### src/rtl/pong_comm_pkg.sv
// Shared definitions for the pong board-to-board link: message types, frame layout and
// helpers used by both the sender and the receiver.
package pong_comm_pkg;

  typedef enum logic [1:0] {
    MSG_BALL     = 2'b00,
    MSG_MISS     = 2'b01,
    MSG_NEW_GAME = 2'b10,
    MSG_ACK      = 2'b11
  } msg_type_t;

  localparam int unsigned FRAME_BYTES      = 4;
  localparam int unsigned CLKS_PER_BIT_50M = 434;

  localparam int unsigned FRAME_W        = 24;
  localparam int unsigned PAYLOAD_W      = 22;

  // Payload bit positions, MSB of each field.
  localparam int unsigned BALL_Y_MSB     = 21;
  localparam int unsigned BALL_VX_MSB    = 12;
  localparam int unsigned BALL_VY_MSB    = 8;
  localparam int unsigned BALL_SIGN_BIT  = 4;
  localparam int unsigned MISS_MY_MSB    = 21;
  localparam int unsigned MISS_YOUR_MSB  = 16;
  localparam int unsigned MISS_SERVE_BIT = 11;
  localparam int unsigned NG_SERVE_BIT   = 21;

  function automatic logic [7:0] frame_checksum(input logic [FRAME_W-1:0] frame);
    return frame[23:16] ^ frame[15:8] ^ frame[7:0];
  endfunction

  // Wire order: B0 = frame MSB byte, B3 = checksum.
  function automatic logic [7:0] frame_byte(input logic [FRAME_W-1:0] frame,
                                            input logic [7:0]         chk,
                                            input logic [1:0]         idx);
    logic [7:0] b;
    unique case (idx)
      2'd0:    b = frame[23:16];
      2'd1:    b = frame[15:8];
      2'd2:    b = frame[7:0];
      default: b = chk;
    endcase
    return b;
  endfunction

endpackage

### src/rtl/uart_tx_byte.sv
// UART 8N1 byte serializer. A start accepted on the final stop-bit cycle chains the next
// byte with no idle gap.
module uart_tx_byte #(
  parameter int unsigned CLKS_PER_BIT = 434
) (
  input  logic       clock,
  input  logic       reset,
  input  logic       start,
  input  logic [7:0] data,
  output logic       busy,
  output logic       done,
  output logic       txd
);

  localparam int unsigned CntW = (CLKS_PER_BIT > 1) ? $clog2(CLKS_PER_BIT) : 1;

  typedef enum logic [1:0] {StIdle, StStart, StData, StStop} state_e;

  state_e          state_q, state_d;
  logic [CntW-1:0] cnt_q, cnt_d;
  logic [2:0]      bit_q, bit_d;
  logic [7:0]      shift_q, shift_d;
  logic            txd_q, txd_d;
  logic            bit_end;

  assign bit_end = (cnt_q == CntW'(CLKS_PER_BIT - 1));

  always_comb begin
    state_d = state_q;
    cnt_d   = bit_end ? '0 : cnt_q + CntW'(1);
    bit_d   = bit_q;
    shift_d = shift_q;
    txd_d   = txd_q;
    done    = 1'b0;
    unique case (state_q)
      StIdle: begin
        cnt_d = '0;
        if (start) begin
          state_d = StStart;
          shift_d = data;
          txd_d   = 1'b0;
        end
      end
      StStart: begin
        if (bit_end) begin
          state_d = StData;
          bit_d   = 3'd0;
          txd_d   = shift_q[0];
        end
      end
      StData: begin
        if (bit_end) begin
          if (bit_q == 3'd7) begin
            state_d = StStop;
            txd_d   = 1'b1;
          end else begin
            bit_d   = bit_q + 3'd1;
            shift_d = {1'b0, shift_q[7:1]};
            txd_d   = shift_q[1];
          end
        end
      end
      StStop: begin
        if (bit_end) begin
          done = 1'b1;
          if (start) begin
            state_d = StStart;
            shift_d = data;
            txd_d   = 1'b0;
          end else begin
            state_d = StIdle;
          end
        end
      end
      default: state_d = StIdle;
    endcase
  end

  always_ff @(posedge clock) begin
    if (reset) begin
      state_q <= StIdle;
      cnt_q   <= '0;
      bit_q   <= '0;
      shift_q <= '0;
      txd_q   <= 1'b1;
    end else begin
      state_q <= state_d;
      cnt_q   <= cnt_d;
      bit_q   <= bit_d;
      shift_q <= shift_d;
      txd_q   <= txd_d;
    end
  end

  assign busy = (state_q != StIdle);
  assign txd  = txd_q;

endmodule

### src/rtl/comm_frame_tx.sv
// Game-message sender: packs one message into a 3-byte frame plus XOR checksum and
// sequences the four bytes back-to-back through the UART serializer.
module comm_frame_tx
  import pong_comm_pkg::*;
#(
  parameter int unsigned CLKS_PER_BIT = CLKS_PER_BIT_50M
) (
  input  logic       clock,
  input  logic       reset,
  input  logic       send_new_message,
  input  logic       ball_message_tx,
  input  logic [8:0] ball_y_tx,
  input  logic [3:0] velocity_x_tx,
  input  logic [3:0] velocity_y_tx,
  input  logic       sign_y_tx,
  input  logic       miss_message_tx,
  input  logic [4:0] my_score_tx,
  input  logic [4:0] your_score_tx,
  input  logic       you_should_serve_tx,
  input  logic       new_game_message_tx,
  input  logic       you_serve_first_tx,
  input  logic       new_game_ack_message_tx,
  output logic       tx_ready,
  output logic       message_sent,
  output logic       uart_txd
);

  typedef enum logic [1:0] {StIdle, StSend, StDone} state_e;

  state_e               state_q, state_d;
  logic [FRAME_W-1:0]   frame_q, frame_d;
  logic [7:0]           chk_q, chk_d;
  logic [1:0]           idx_q, idx_d;

  msg_type_t            new_type;
  logic [PAYLOAD_W-1:0] new_payload;
  logic [FRAME_W-1:0]   new_frame;
  logic                 any_strobe;

  logic                 tx_start, tx_busy, tx_done;
  logic [7:0]           tx_data;

  assign any_strobe = ball_message_tx | miss_message_tx | new_game_message_tx |
                      new_game_ack_message_tx;

  always_comb begin
    new_type    = MSG_BALL;
    new_payload = '0;
    if (new_game_message_tx) begin
      new_type                  = MSG_NEW_GAME;
      new_payload[NG_SERVE_BIT] = you_serve_first_tx;
    end else if (new_game_ack_message_tx) begin
      new_type = MSG_ACK;
    end else if (miss_message_tx) begin
      new_type                        = MSG_MISS;
      new_payload[MISS_MY_MSB -: 5]   = my_score_tx;
      new_payload[MISS_YOUR_MSB -: 5] = your_score_tx;
      new_payload[MISS_SERVE_BIT]     = you_should_serve_tx;
    end else begin
      new_payload[BALL_Y_MSB -: 9]  = ball_y_tx;
      new_payload[BALL_VX_MSB -: 4] = velocity_x_tx;
      new_payload[BALL_VY_MSB -: 4] = velocity_y_tx;
      new_payload[BALL_SIGN_BIT]    = sign_y_tx;
    end
  end

  assign new_frame = {new_type, new_payload};

  always_comb begin
    state_d  = state_q;
    frame_d  = frame_q;
    chk_d    = chk_q;
    idx_d    = idx_q;
    tx_start = 1'b0;
    tx_data  = frame_byte(frame_q, chk_q, idx_q);
    unique case (state_q)
      StIdle: begin
        // First byte comes straight from the inputs so the start bit begins on the accept edge.
        if (send_new_message && any_strobe) begin
          state_d  = StSend;
          frame_d  = new_frame;
          chk_d    = frame_checksum(new_frame);
          idx_d    = 2'd0;
          tx_start = 1'b1;
          tx_data  = new_frame[23:16];
        end
      end
      StSend: begin
        if (tx_done) begin
          if (idx_q == 2'd3) begin
            state_d = StDone;
          end else begin
            idx_d    = idx_q + 2'd1;
            tx_start = 1'b1;
            tx_data  = frame_byte(frame_q, chk_q, idx_q + 2'd1);
          end
        end
      end
      StDone:  state_d = StIdle;
      default: state_d = StIdle;
    endcase
  end

  always_ff @(posedge clock) begin
    if (reset) begin
      state_q <= StIdle;
      frame_q <= '0;
      chk_q   <= '0;
      idx_q   <= '0;
    end else begin
      state_q <= state_d;
      frame_q <= frame_d;
      chk_q   <= chk_d;
      idx_q   <= idx_d;
    end
  end

  uart_tx_byte #(
    .CLKS_PER_BIT(CLKS_PER_BIT)
  ) u_uart_tx_byte (
    .clock(clock),
    .reset(reset),
    .start(tx_start),
    .data (tx_data),
    .busy (tx_busy),
    .done (tx_done),
    .txd  (uart_txd)
  );

  assign tx_ready     = (state_q == StIdle) && !tx_busy;
  assign message_sent = (state_q == StDone);

endmodule
### config.mk
export PLATFORM = sky130hd
export DESIGN_NAME = comm_frame_tx
export DESIGN_NICKNAME = d
export VERILOG_FILES = /design/src/rtl/pong_comm_pkg.sv /design/src/rtl/uart_tx_byte.sv /design/src/rtl/comm_frame_tx.sv
export SDC_FILE = /design/constraint.sdc
export NUM_CORES = 1
export LEC_CHECK = 0
export ABC_CLOCK_PERIOD_IN_PS = 2800
export CAP_MARGIN = 20
export CORE_MARGIN = 2
export CORE_UTILIZATION = 45
export DETAILED_ROUTE_END_ITERATION = 8
export MAX_ROUTING_LAYER = met4
export PLACE_DENSITY = 0.63
export SYNTH_ARGS = -nofsm -noshare
export SYNTH_HDL_FRONTEND = slang
export SYNTH_SLANG_ARGS = --single-unit
export TNS_END_PERCENT = 5
### constraint.sdc
create_clock -name clock -period 2.8 [get_ports clock]
set_input_delay 0.28 -clock clock [delete_from_list [all_inputs] [get_ports clock]]
set_output_delay 0.28 -clock clock [all_outputs]
set_load 0.01 [all_outputs]
* Yosys cells after proc, flatten, opt, wreduce, memory -nomap -nowiden
Cells that the tools add are included.
** Word-level totals
- Flip-flop bits (word level) :: 55
- Latch bits :: 0
- Bits in writable memories :: 0
- Memory bits (read-only) :: 0
- Bits of input ports :: 37
- Logic and storage cells :: 108
- Memories kept :: 0
** Cells by class
- Add/subtract/negate cells :: 3
- $mul :: 0
- Divide/modulo/power cells :: 0
- Magnitude comparators :: 0
- Eq/ne operators :: 22
- Shift-type cells :: 0
- Multiplexer cells :: 50
- Bitwise operators :: 5
- Reductions and logical operators :: 19
** Operator list (number)
- one-hot mux 8 bit (3 select lines) :: 3
- 2-to-1 mux 8 bit :: 7
- 2-to-1 mux 2 bit :: 13
- 2-to-1 mux 18 bit :: 1
- 2-to-1 mux 17 bit :: 1
- one-hot mux 8 bit (2 select lines) :: 1
- bitwise XOR 8 bit :: 2
- 2-to-1 mux 1 bit :: 13
- equality test 2 bit, second input constant :: 6
- != test 2 bit, second input constant :: 6
- AND reduction 4 bit :: 3
- 2-to-1 mux 11 bit :: 1
- adder 9 x 1 -> 9 bit, second input constant :: 1
- equality test 9 bit, second input constant :: 1
- 2-to-1 mux 3 bit :: 3
- equality test 2 x 1 -> 1 bit, second input constant :: 4
- logical NOT 2 bit :: 4
- != test 2 x 1 -> 1 bit, second input constant :: 4
- one-hot mux 2 bit (2 select lines) :: 2
- one-hot mux 2 bit (4 select lines) :: 1
- 2-to-1 mux 7 bit :: 1
- one-hot mux 3 bit (2 select lines) :: 1
- AND reduction 3 bit :: 2
- nonzero test 2 bit :: 3
- 12 further kinds :: 15

* Longest topological paths before layout
- Word-level depth :: 9
- Depth in mapped cells :: 9
- Depth with buffers taken out :: 7

* Hierarchy
Synthesis repeated with hierarchy kept, for this count alone.
** Unflattened totals
- Cell total of the unflattened synthesis :: 387
- Area total of the unflattened synthesis :: 3258.1 um^2
** By module, submodules not included
- comm_frame_tx :: times used 1, cells an instance 253, area an instance 2008.2 um^2
- uart_tx_byte :: times used 1, cells an instance 134, area an instance 1249.9 um^2

* Least setup slack after synthesis
OpenSTA, ideal clock, no wires.
- Path type :: reg-to-reg
- From :: register u_uart_tx_byte.cnt_q[0]
- To :: register u_uart_tx_byte.shift_q[1]
- Library setup time :: 87 ps
- Arrival :: 1972 ps
- Required time :: 2713 ps
- Slack :: 741 ps
- Stages on the path, launching flop included :: 8
- Clock period less this slack :: 2059 ps
- Cells stage by stage :: dfxtp_1 ha_1 or4b_1 buf_2 nor4_4 o32ai_2 or2_1 o31ai_1
** Between the ends
- Word-level cells in the longest chain between the ends :: 8
- Elaborated cells on any way between the ends :: 13
- Classes of those cells :: eq/ne (3); mux (9); reduce/logical (1)
** Ends and longest elaborated chain
- start, declared :: line uart_tx_byte.sv:20 : logic [CntW-1:0] cnt_q, cnt_d;
- start signal, assigned :: line uart_tx_byte.sv:88 : cnt_q <= cnt_d;
- equality test 9 bit * :: line uart_tx_byte.sv:26 : assign bit_end = (cnt_q == CntW'(CLKS_PER_BIT - 1));
- 2-to-1 mux 1 bit :: line uart_tx_byte.sv:64 : if (bit_end) begin
- 2-to-1 mux 1 bit :: line uart_tx_byte.sv:35 : unique case (state_q)
- 2-to-1 mux 8 bit or 2-to-1 mux 1 bit (tied branches) :: line comm_frame_tx.sv:89 : if (tx_done) begin
- one-hot mux 8 bit (2 select lines) or one-hot mux 1 bit (2 select lines) (tied branches) :: line comm_frame_tx.sv:76 : unique case (state_q)
- 2-to-1 mux 8 bit :: line uart_tx_byte.sv:38, uart_tx_byte.sv:66
- 2-to-1 mux 8 bit :: line uart_tx_byte.sv:64
- one-hot mux 8 bit (3 select lines) :: line uart_tx_byte.sv:35
- end signal, assigned :: line uart_tx_byte.sv:90 : shift_q <= shift_d;
- end, declared :: line uart_tx_byte.sv:22 : logic [7:0] shift_q, shift_d;
Mark *: on every way between the ends. The rest lies on a longest branch, timed or not. The select of a mux whose other input is x is not followed.
A chain may end at the register's enable or synchronous reset.

* Worst setup path in the final report
- From :: register u_uart_tx_byte.cnt_q[0]
- To :: register u_uart_tx_byte.shift_q[3]
Same word-level chain as after synthesis.

==> flow_results.org <==
** Detailed routing
- After detailed routing, the average wire length per cell comes to roughly 15 µm.
- The pre-antenna-repair detailed-routing pass consisted of 5 iterations.
- Number of vias after detailed routing :: 3104
- Starting DRC count in detailed routing :: between 150 and 200
- Summed over all layers, the routed wires come to 8360 µm.
- For this run, design rule violations remaining after detail routing come to 0.
- In the routed layout, each cell is associated on average with a via count of roughly 5.7.
- Once detail routing completed, the nets flagged for antenna violations numbered 0.

** Logic synthesis
- Post-synthesis cell type count :: between 60 and 70
- Number of enable flip-flop cells after synthesis :: 0
- Of all flip-flops after synthesis, the portion carrying an async set or reset was 0.
- Leading register cell type out of synthesis :: dfxtp_1
- Mapped Area :: about 3300 µm²
- Average footprint of a synthesized cell :: around 8.0 µm²
- Total of warnings raised by yosys :: 0
- After technology mapping, the gate count stands at 410.
- Synthesis produced a netlist with a net count of roughly 460.
- For this run, the register share of the synthesized area comes to 0.334.
- In this run, synthesis produced a sequential element count of between 50 and 60.

** Setup path
- Worst Setup End Kind :: flop
- Of all nets on the critical path, the largest fanout is 6.
- Worst endpoint required time :: about 3 ns
- Traced cell by cell, the critical path runs through ha_1 > or4b_1 > nor4_4 > o32ai_2 > buf_4 > or2_1 > o31ai_1.
- Measured in cells, the most critical reg-to-reg path has a length of 7.
- The setup check on the worst reg-to-reg path leaves a slack of 0.39 ns.
- Critical register-to-register path endpoint :: u_uart_tx_byte.shift_q[3]
- The critical path is of the reg2reg type.
- Data arrival, critical path :: roughly 2.7 ns
- Max stage delay cell, worst path :: or4b_1
- STA classifies the critical path startpoint as a flop.
- For this run, the slowest stage of the critical path takes 0.62 ns.
- Worst R2R Start :: u_uart_tx_byte.cnt_q[0]
- Tracing the worst setup path back leads to its startpoint at u_uart_tx_byte.cnt_q[0].

** Layout
- Of the cells placed in the final design, the portion with a size suffix greater than 1 is 0.0962.
- Area growth, synth to finish :: 20.4%
- After the flow finishes, the layout carries non-filler instances totaling 546.
- The layout has roughly 700 filler cells.
- Post-Layout Inst Area :: 3970 µm²
- At the end of the flow, the number of nets in the layout was 497.
- The repair_antennas step left the layout with diodes totalling 0.

** CTS
- TritonCTS built the clock tree.
- At the later pin of the worst-skew pair, clock insertion delay measures approximately 0.32 ns.
- Cells resized by post-CTS repair :: 0
- After clock tree synthesis, the clock-pin slew on the worst setup and hold paths is roughly 0.11 ns.
- Post-CTS Repair Setup Buffers :: 0
- For this design, the CTS-stage hold fixing added 0 buffers.
- Counting along the longest clock path gives a buffer depth of 2.
- The H-tree was split into 2 levels.
- In this run, CTS created clock tree buffers numbering 5.
- Clock tree synthesis selected as its root buffer the cell clkbuf_8.
- CTS saw 55 sinks.

** Timing
- Across all setup checks in the final design, the least slack found is ~0.39 ns.
- Of the available clock period, the critical path in the final layout requires 0.861.
- The worst pin sits at a relative slew slack of 0.569.
- The number of max-slew violations in the final report is 0.
- For the pin with the worst max-slew slack, the measured transition is between 0.6 and 0.7 ns.
- The final-report hold violation count came to 0.
- Final TNS setup :: 0 ns
- The smallest clock period supported by the final layout is computed as around 2.4 ns.
- Total of endpoints with negative setup slack in the final report :: 0
- Setup repair after global routing left no endpoint under its margin.
- Clock tree skew after final layout :: 0.0146 ns
- Fmax :: between 0.4 and 0.5 GHz

** Floorplanning
- The core region is 7180 µm².
- The die is 89.6 µm tall.
- From left edge to right edge, the die measures 89.6 µm.
- 40 I/O pins were placed.
- Row generation in the floorplan step produced 31 rows.
- Overall die area :: 8030 µm²
- For this configuration, the core starts out at a cell density of 0.460.

** Placed design
- Global placement routability congestion :: 0.956
- Buffers placed on the I/O ports in this run total 39.
- Half-perimeter wire length after placement :: around 6200 µm
- Once placement completed, the tool counted placed cells totaling 538.
- Cell area after placement :: 3850 µm²
- Setup slack at placement :: ~0.26 ns

** Worst hold path
- The min-delay analysis places its worst path in the category reg2reg.
- Capture endpoint of the worst hold path :: u_uart_tx_byte.bit_q[2]
- Hold path depth :: 2
- HP Start :: u_uart_tx_byte.bit_q[2]

** Run
- Max-cap violations in this run came to 0.

** Pwr
- Power per unit of standard cell area :: 535 nW/µm²
- Leakage :: 1.44 nW
- Across the VDD grid, the largest voltage drop is 194 µV.

** Global route
- Wire length of the first global-routing pass :: around 14000 µm
- For this run, the total global-route usage over all layers was measured as 0.223.
- Largest net degree at the start of global routing :: 32
- Total global routing overflow :: 0
- Initial antenna violation count :: 0
- The number of global-route vias before repair came to between 2000 and 3000.

** Run status
- The run finished with clean final reports.
-- registers in the layout, summed over array words and instances, names as in the netlist --
register / count
idx_q: 2
state_q: 2
u_uart_tx_byte.cnt_q: 9
u_uart_tx_byte.shift_q: 8
u_uart_tx_byte.txd: 1
u_uart_tx_byte.state_q: 2
frame_q: 20
u_uart_tx_byte.bit_q: 3
chk_q: 8
-- cell families after synthesis --
family	count (synthesis)	share of synthesized area
flops	55	0.334
simple gates	165	0.242
xor+xnor	15	0.0440
mux	16	0.0489
fa+ha+maj	14	0.0531
compound gates	107	0.234
buf+inv	38	0.0440
-- worst max-delay path by stage --
stage	to	slack [ns]	depth (start not counted)
finish	u_uart_tx_byte.shift_q[3]	0.39	7
global route	u_uart_tx_byte.shift_q[2]	0.24	6
CTS	u_uart_tx_byte.shift_q[3]	0.39	7
detailed placement	u_uart_tx_byte.state_q[0]	0.26	7
global placement	u_uart_tx_byte.state_q[0]	0.31	7
floorplan	u_uart_tx_byte.shift_q[1]	0.74	7
-- cell type report --
class / instances / area (µm²) / area share
multi-input cells: 317 / 2060 / 0.517
flip-flops and latches: 55 / 1100 / 0.277
repair buffers: 60 / 548 / 0.138
well taps: 99 / 124 / 0.0312
clock buffers: 6 / 82.6 / 0.0208
clock inverters: 2 / 35.0 / 0.00882
inverters: 7 / 26.3 / 0.00661
-- worst max-delay path, delay by kind of cell (launching register included) --
family,cells,cell delay [ns]
AO/OA/AOI/OAI,2,0.38
flip-flops,1,0.39
AND/OR/NAND/NOR,3,1.23
buffers and inverters,1,0.17
adder cells (fa/ha/maj),1,0.17
-- power breakdown --
part | switching (W) | total (W) | internal [W]
clock | 0.000270 | 0.000560 | 0.000290
combinational | 0.000380 | 0.000680 | 0.000300
sequential | 0.0000480 | 0.000886 | 0.000838
total | 0.000698 | 0.00213 | 0.00143
-- per-stage QoR --
stage | hold WS (ns) | util | power (W)
2_1_floorplan | 0.427 | - | 0.00135
3_3_place_gp | 0.443 | 0.537 | 0.00157
3_5_place_dp | 0.455 | 0.537 | 0.00157
4_1_cts | 0.471 | 0.554 | 0.00213
5_1_grt | 0.492 | 0.554 | 0.00225
6_report | 0.465 | 0.554 | 0.00213
-- cells in the final DEF (no fill, tap or decap), types with 2 or more instances in the layout --
cell type        count
dfxtp_1             55
nand4_1              5
o32a_1               2
a22o_1               3
o22ai_1              3
and3_1               3
a21oi_1             24
buf_4               21
o21ai_0             17
nor2_1              53
or3_1                3
nand3b_1             4
a32o_1               4
xnor2_1              7
nand2b_1             5
xor2_1               7
o31ai_1              3
a2111oi_0            4
clkdlybuf4s50_1     39
ha_1                14
nand2_1             49
a22oi_1              8
nor3_1              11
a222oi_1             6
mux2i_1             15
a211oi_1            13
nor2_2               2
a31oi_1              3
nor2b_1              3
or2_2                3
inv_1                7
clkbuf_8             6
a211o_1              2
nand3_1             11
and2_1               2
-- per-layer routing --
metal	track usage	vias up	share of wire
met5	-	-	0
met4	0.0488	0	0.0089
met3	0.0274	8	0.040
met2	0.353	75	0.47
met1	0.307	1463	0.48
li1	-	1558	-
-- synth_stat cells, types with 4 or more instances --
cell type	n	area, µm²
inv_1	7	26.3
nand2_1	49	184
o21ai_0	17	85.1
a21oi_1	24	120
xor2_1	7	61.3
nand2b_1	5	31.3
a211oi_1	13	97.6
a32o_1	4	40.0
ha_1	14	175
a22oi_1	8	60.1
nand3_1	11	55.1
dfxtp_1	55	1100
clkbuf_1	26	97.6
a2111oi_0	4	35.0
nand3b_1	4	30.0
xnor2_1	7	61.3
nor2_1	54	203
nand4_1	5	31.3
a222oi_1	6	60.1
nor3_1	11	55.1
mux2i_1	15	150
Power figures use the tool's default switching activity.
==> variant 1 (config.mk and constraints unchanged) <==
Register the output `uart_txd`, cleared by the reset; this adds one clock of latency there. The other outputs are not delayed to match.
--- a/src/rtl/comm_frame_tx.sv
+++ b/src/rtl/comm_frame_tx.sv
@@ -28,2 +28,4 @@
   typedef enum logic [1:0] {StIdle, StSend, StDone} state_e;
+
+  logic uart_txd_d;
 
@@ -126,3 +128,3 @@
     .done (tx_done),
-    .txd  (uart_txd)
+    .txd  (uart_txd_d)
   );
@@ -132,2 +134,10 @@
 
+  always_ff @(posedge clock) begin
+    if (reset) begin
+      uart_txd <= '0;
+    end else begin
+      uart_txd <= uart_txd_d;
+    end
+  end
+
 endmodule
Behaviour: not the same (Yosys sat finds a counterexample within 4 cycles, from zero or initial values and one cycle with reset high).
==> variant 1 against the unedited design <==
Sequential cell count increased by 1. Maximum frequency increased by 2.8%. Worst setup slack improved by 0.067 ns. Design area decreased by 4.9%. Global-route usage increased by 0.40 points. Highest routed layer unchanged. Critical endpoint is now u_uart_tx_byte.shift_q[1]. Synthesized area decreased by 4.0%. Routed wire length decreased by 3.9%. First-iteration DRC count increased by 6.0%. Total power decreased by 3.7%. Worst hold slack improved by 0.012 ns.
==> variant 1: results <==
cells_and_area:
  drive_above_1_share_pct: 7.601
  num-nets-final: 471
logic_synthesis:
  synth.top_cells.by_count: "dfxtp_1 (56), nor2_1 (52), nand2_1 (46), a21oi_1 (27)"
  ys_types: 52
  synthTopCellsByArea: "dfxtp_1 (35%), nor2_1 (6.2%), ha_1 (5.5%)"
  yosys_warnings: 0
  syn-num-nets: 434
  yosysSeqAreaShare_pct: 35.40
run_status:
  outcome: "finished, final reports clean"
setup_path:
  r2r_start: "u_uart_tx_byte.state_q[1]"
  critPathLaunch: "u_uart_tx_byte.state_q[1]"
  cp_max_fo: 7
  critPathArrivalTime_ns: 2.57
  r2r_setup_slack_ns: 0.46
power:
  p_leak_nw: 1.400
  vdd_drop_max_uv: 445.3
global_route:
  grt_pass1_vias: 2919
  grt_pass1_wl_um: 13540
  grt.total_usage_pct: 22.73
timing:
  clock_skew_ns: 0.01112
  slew-limit-headroom_pct: 35.57
drt:
  drt_iter0_markers: 193
  wirelength_um: 8036
place:
  dp_hpwl_um: 5885
  gp_congestion: 0.7946
variant 1: logic make-up (layout without fill, tap and decap cells):
family | count (synthesis) | in the layout | synth area share [%]
AND/OR/NAND/NOR | 154 | 154 | 22.44
AO/OA/AOI/OAI | 94 | 94 | 22.36
flip-flops | 56 | 56 | 35.40
buffers and inverters | 33 | 71 | 4.741
XOR/XNOR | 16 | 16 | 4.425
multiplexers | 16 | 16 | 5.097
adder cells (fa/ha/maj) | 14 | 14 | 5.531
variant 1: cell type report:
cell class	instances	area, um2
Inverter	7	26.28
Clock buffer	5	68.82
Fill cell	641	3014
Clock inverter	3	25.02
Tap cell	96	120.1
Sequential cell	56	1121
Timing Repair Buffer	56	518.0
Multi-Input combinational cell	294	1901
variant 1: how the worst min path moves through the flow:
stage                         startpoint                        end  cells after the start
6_report       u_uart_tx_byte.shift_q[2]  u_uart_tx_byte.shift_q[2]                      1
5_1_grt        u_uart_tx_byte.shift_q[2]  u_uart_tx_byte.shift_q[2]                      1
4_1_cts                      frame_q[21]                frame_q[21]                      2
3_5_place_dp   u_uart_tx_byte.shift_q[6]  u_uart_tx_byte.shift_q[6]                      1
3_3_place_gp   u_uart_tx_byte.shift_q[7]  u_uart_tx_byte.shift_q[7]                      1
2_1_floorplan           velocity_x_tx[1]                frame_q[10]                      2
variant 1: layer usage:
metal / part of all wire (%) / track usage, % / up-vias
li1: - / - / 1457
met1: 46 / 27.42 / 1407
met2: 49 / 40.08 / 62
met3: 3.8 / 3.582 / 8
met4: 1.1 / 4.615 / 0
met5: 0 / - / -
variant 1: through the flow:
stage | power [W] | worst slack (ns) | cells | hold WS, ns
2_1_floorplan | 0.001370 | 0.6663 | 383 | 0.4275
3_5_place_dp | 0.001585 | 0.1800 | 509 | 0.4535
6_report | 0.002046 | 0.4558 | 517 | 0.4768
3_3_place_gp | 0.001580 | 0.2210 | 509 | 0.4456
4_1_cts | 0.002063 | 0.4168 | 517 | 0.4805
5_1_grt | 0.002172 | 0.2669 | 517 | 0.4976
variant 1: where the power goes:
part | switching [W] | leakage [nW] | internal, W
clock network | 0.000295 | 0.0452 | 0.000183
logic | 0.000358 | 0.899 | 0.000300
registers | 0.0000519 | 0.455 | 0.000858
total | 0.000705 | 1.40 | 0.00134
variant 1: worst max-delay path, cell delays in order (launching register included):
cell     delay, ns
dfxtp_1       0.41
inv_1         0.09
ha_1          0.23
or3_1         0.35
or4_1         0.43
a32oi_1       0.28
nor2_1        0.19
a22o_1        0.27
==> variant 2 (same flow settings) <==
Made on the original files. Take the reset off `shift_q` and load it in a clocked block of its own.
--- a/src/rtl/uart_tx_byte.sv
+++ b/src/rtl/uart_tx_byte.sv
@@ -83,3 +83,2 @@
       bit_q   <= '0;
-      shift_q <= '0;
       txd_q   <= 1'b1;
@@ -89,5 +88,8 @@
       bit_q   <= bit_d;
-      shift_q <= shift_d;
       txd_q   <= txd_d;
     end
+  end
+
+  always_ff @(posedge clock) begin
+    shift_q <= shift_d;
   end
Formal check against the unedited RTL: no difference found for any inputs over 10 cycles, from zero or initial values and one cycle with reset high; that may be too few to reach the edited logic, so the function may still have changed.
==> variant 2 against the unedited design <==
Design area decreased by 4.1%. Maximum frequency decreased by 2.1%. First-iteration DRC count down 18%. Critical path depth unchanged. Routed wire length down 2.5%. Worst setup slack lost 0.051 ns. Synthesized area shrank 1.9%. Total power is 0.25% higher. Sequential cell count stayed put. Largest cell class unchanged. Highest routed layer unchanged.
==> variant 2: results <==
clocking:
  clock_tree.buffer_depth: 2
  worst_skew_pair.late_latency_ns: 0.31
  cts_setup_buffers: 0
  holdBufCountCts: 0
global_route:
  grt_max_degree: 22
  grt.total_usage_pct: 22.93
  grt_pass1_vias: 2834
  antenna_found_initial: 0
  use_met1_pct: 29.92
  grt_pass1_wl_um: 13590
  grtUsageMet2_pct: 36.84
  grt_use_met3_pct: 2.892
drt:
  vias_per_cell: 5.644
  drt-pass1-iter-count: 6
  drt_iter0_markers: 150
  wl_per_cell_um: 15.68
cells_and_area:
  drive_above_1_share_pct: 7.075
  num-nets-final: 474
  layout.cells.non_filler: 520
  fillCellCount: 654
place:
  gp_congestion: 0.8890
  dp.cells: 512
  dp_hpwl_um: 6071
setup_path:
  cp_slowest_cell: "nor2_1"
  critPathLaunch: "idx_q[0]"
  cp_max_fo: 14
  critPathArrivalTime_ns: 2.60
  critPathTopFamily: "simple AND/OR/NAND/NOR gates"
  crit_path_end: "u_uart_tx_byte.shift_q[2]"
  r2r_setup_slack_ns: 0.34
logic_synthesis:
  synth.top_cells.by_count: "nor2_1 (57), nand2_1 (56), dfxtp_1 (47), a21oi_1 (32), clkbuf_1 (19)"
  ys_types: 49
  synth_edf_count: 8
  synthTopCellsByArea: "dfxtp_1 (29%), edfxtp_1 (7.4%), nor2_1 (6.6%)"
  syn_area_per_cell_um2: 8.282
  async_flop_share_pct: 0
  yosysSeqAreaShare_pct: 36.48
  syn-num-nets: 442
power:
  p_leak_nw: 1.355
  pg_clk_w: 0.000436
  p_int_w: 0.001416
  vdd_drop_max_uv: 284.7
  pg_seq_w: 0.000980
hold_path:
  min_to: "u_uart_tx_byte.bit_q[1]"
  hp-start: "u_uart_tx_byte.bit_q[1]"
  hold_path_class: "flip-flop to flip-flop"
timing:
  clock_skew_ns: 0.005442
  slew-limit-headroom_pct: 45.85
run_status:
  outcome: "finished, final reports clean"
## variant 2: cell count changes after synthesis, moves of 8 or more
cell,unedited run,this run
o21ai_0,17,3
dfxtp_1,55,47
edfxtp_1,0,8
a221oi_1,0,10
inv_1,7,15
a21oi_1,24,32
## variant 2: kinds of logic (layout without fill, tap and decap cells)
group | count (synthesis) | count (layout) | share of synthesized area [%]
flip-flops | 55 | 55 | 36.48
XOR/XNOR | 15 | 15 | 4.057
AND/OR/NAND/NOR | 156 | 156 | 22.02
AO/OA/AOI/OAI | 91 | 91 | 20.98
adder cells (fa/ha/maj) | 14 | 14 | 5.410
multiplexers | 17 | 17 | 5.255
buffers and inverters | 43 | 76 | 5.796
## variant 2: layout make-up
type / count / area share [%]
Inverter: 15 / 1.478
Multi-Input combinational cell: 293 / 49.23
Tap cell: 96 / 3.153
Clock inverter: 1 / 0.1314
Sequential cell: 55 / 31.00
Timing Repair Buffer: 53 / 13.00
Clock buffer: 7 / 2.003
## variant 2: metrics by stage
| stage | total power [W] | area (um2) | setup WS (ns) | hold WS [ns] |
|---|---|---|---|---|
| 2_1_floorplan | 0.001461 | 3238 | 0.5420 | 0.4275 |
| 3_5_place_dp | 0.001710 | 3729 | 0.4037 | 0.4516 |
| 5_1_grt | 0.002268 | 3810 | 0.01027 | 0.4782 |
| 6_report | 0.002131 | 3810 | 0.3375 | 0.4621 |
| 4_1_cts | 0.002147 | 3810 | 0.3838 | 0.4654 |
| 3_3_place_gp | 0.001710 | 3729 | 0.4161 | 0.4446 |
## variant 2: layer usage
layer  share of wire, %  vias up
met3                3.7       13
li1                   -     1468
met4                1.3        0
met5                  0        -
met1                 49     1396
met2                 46       58
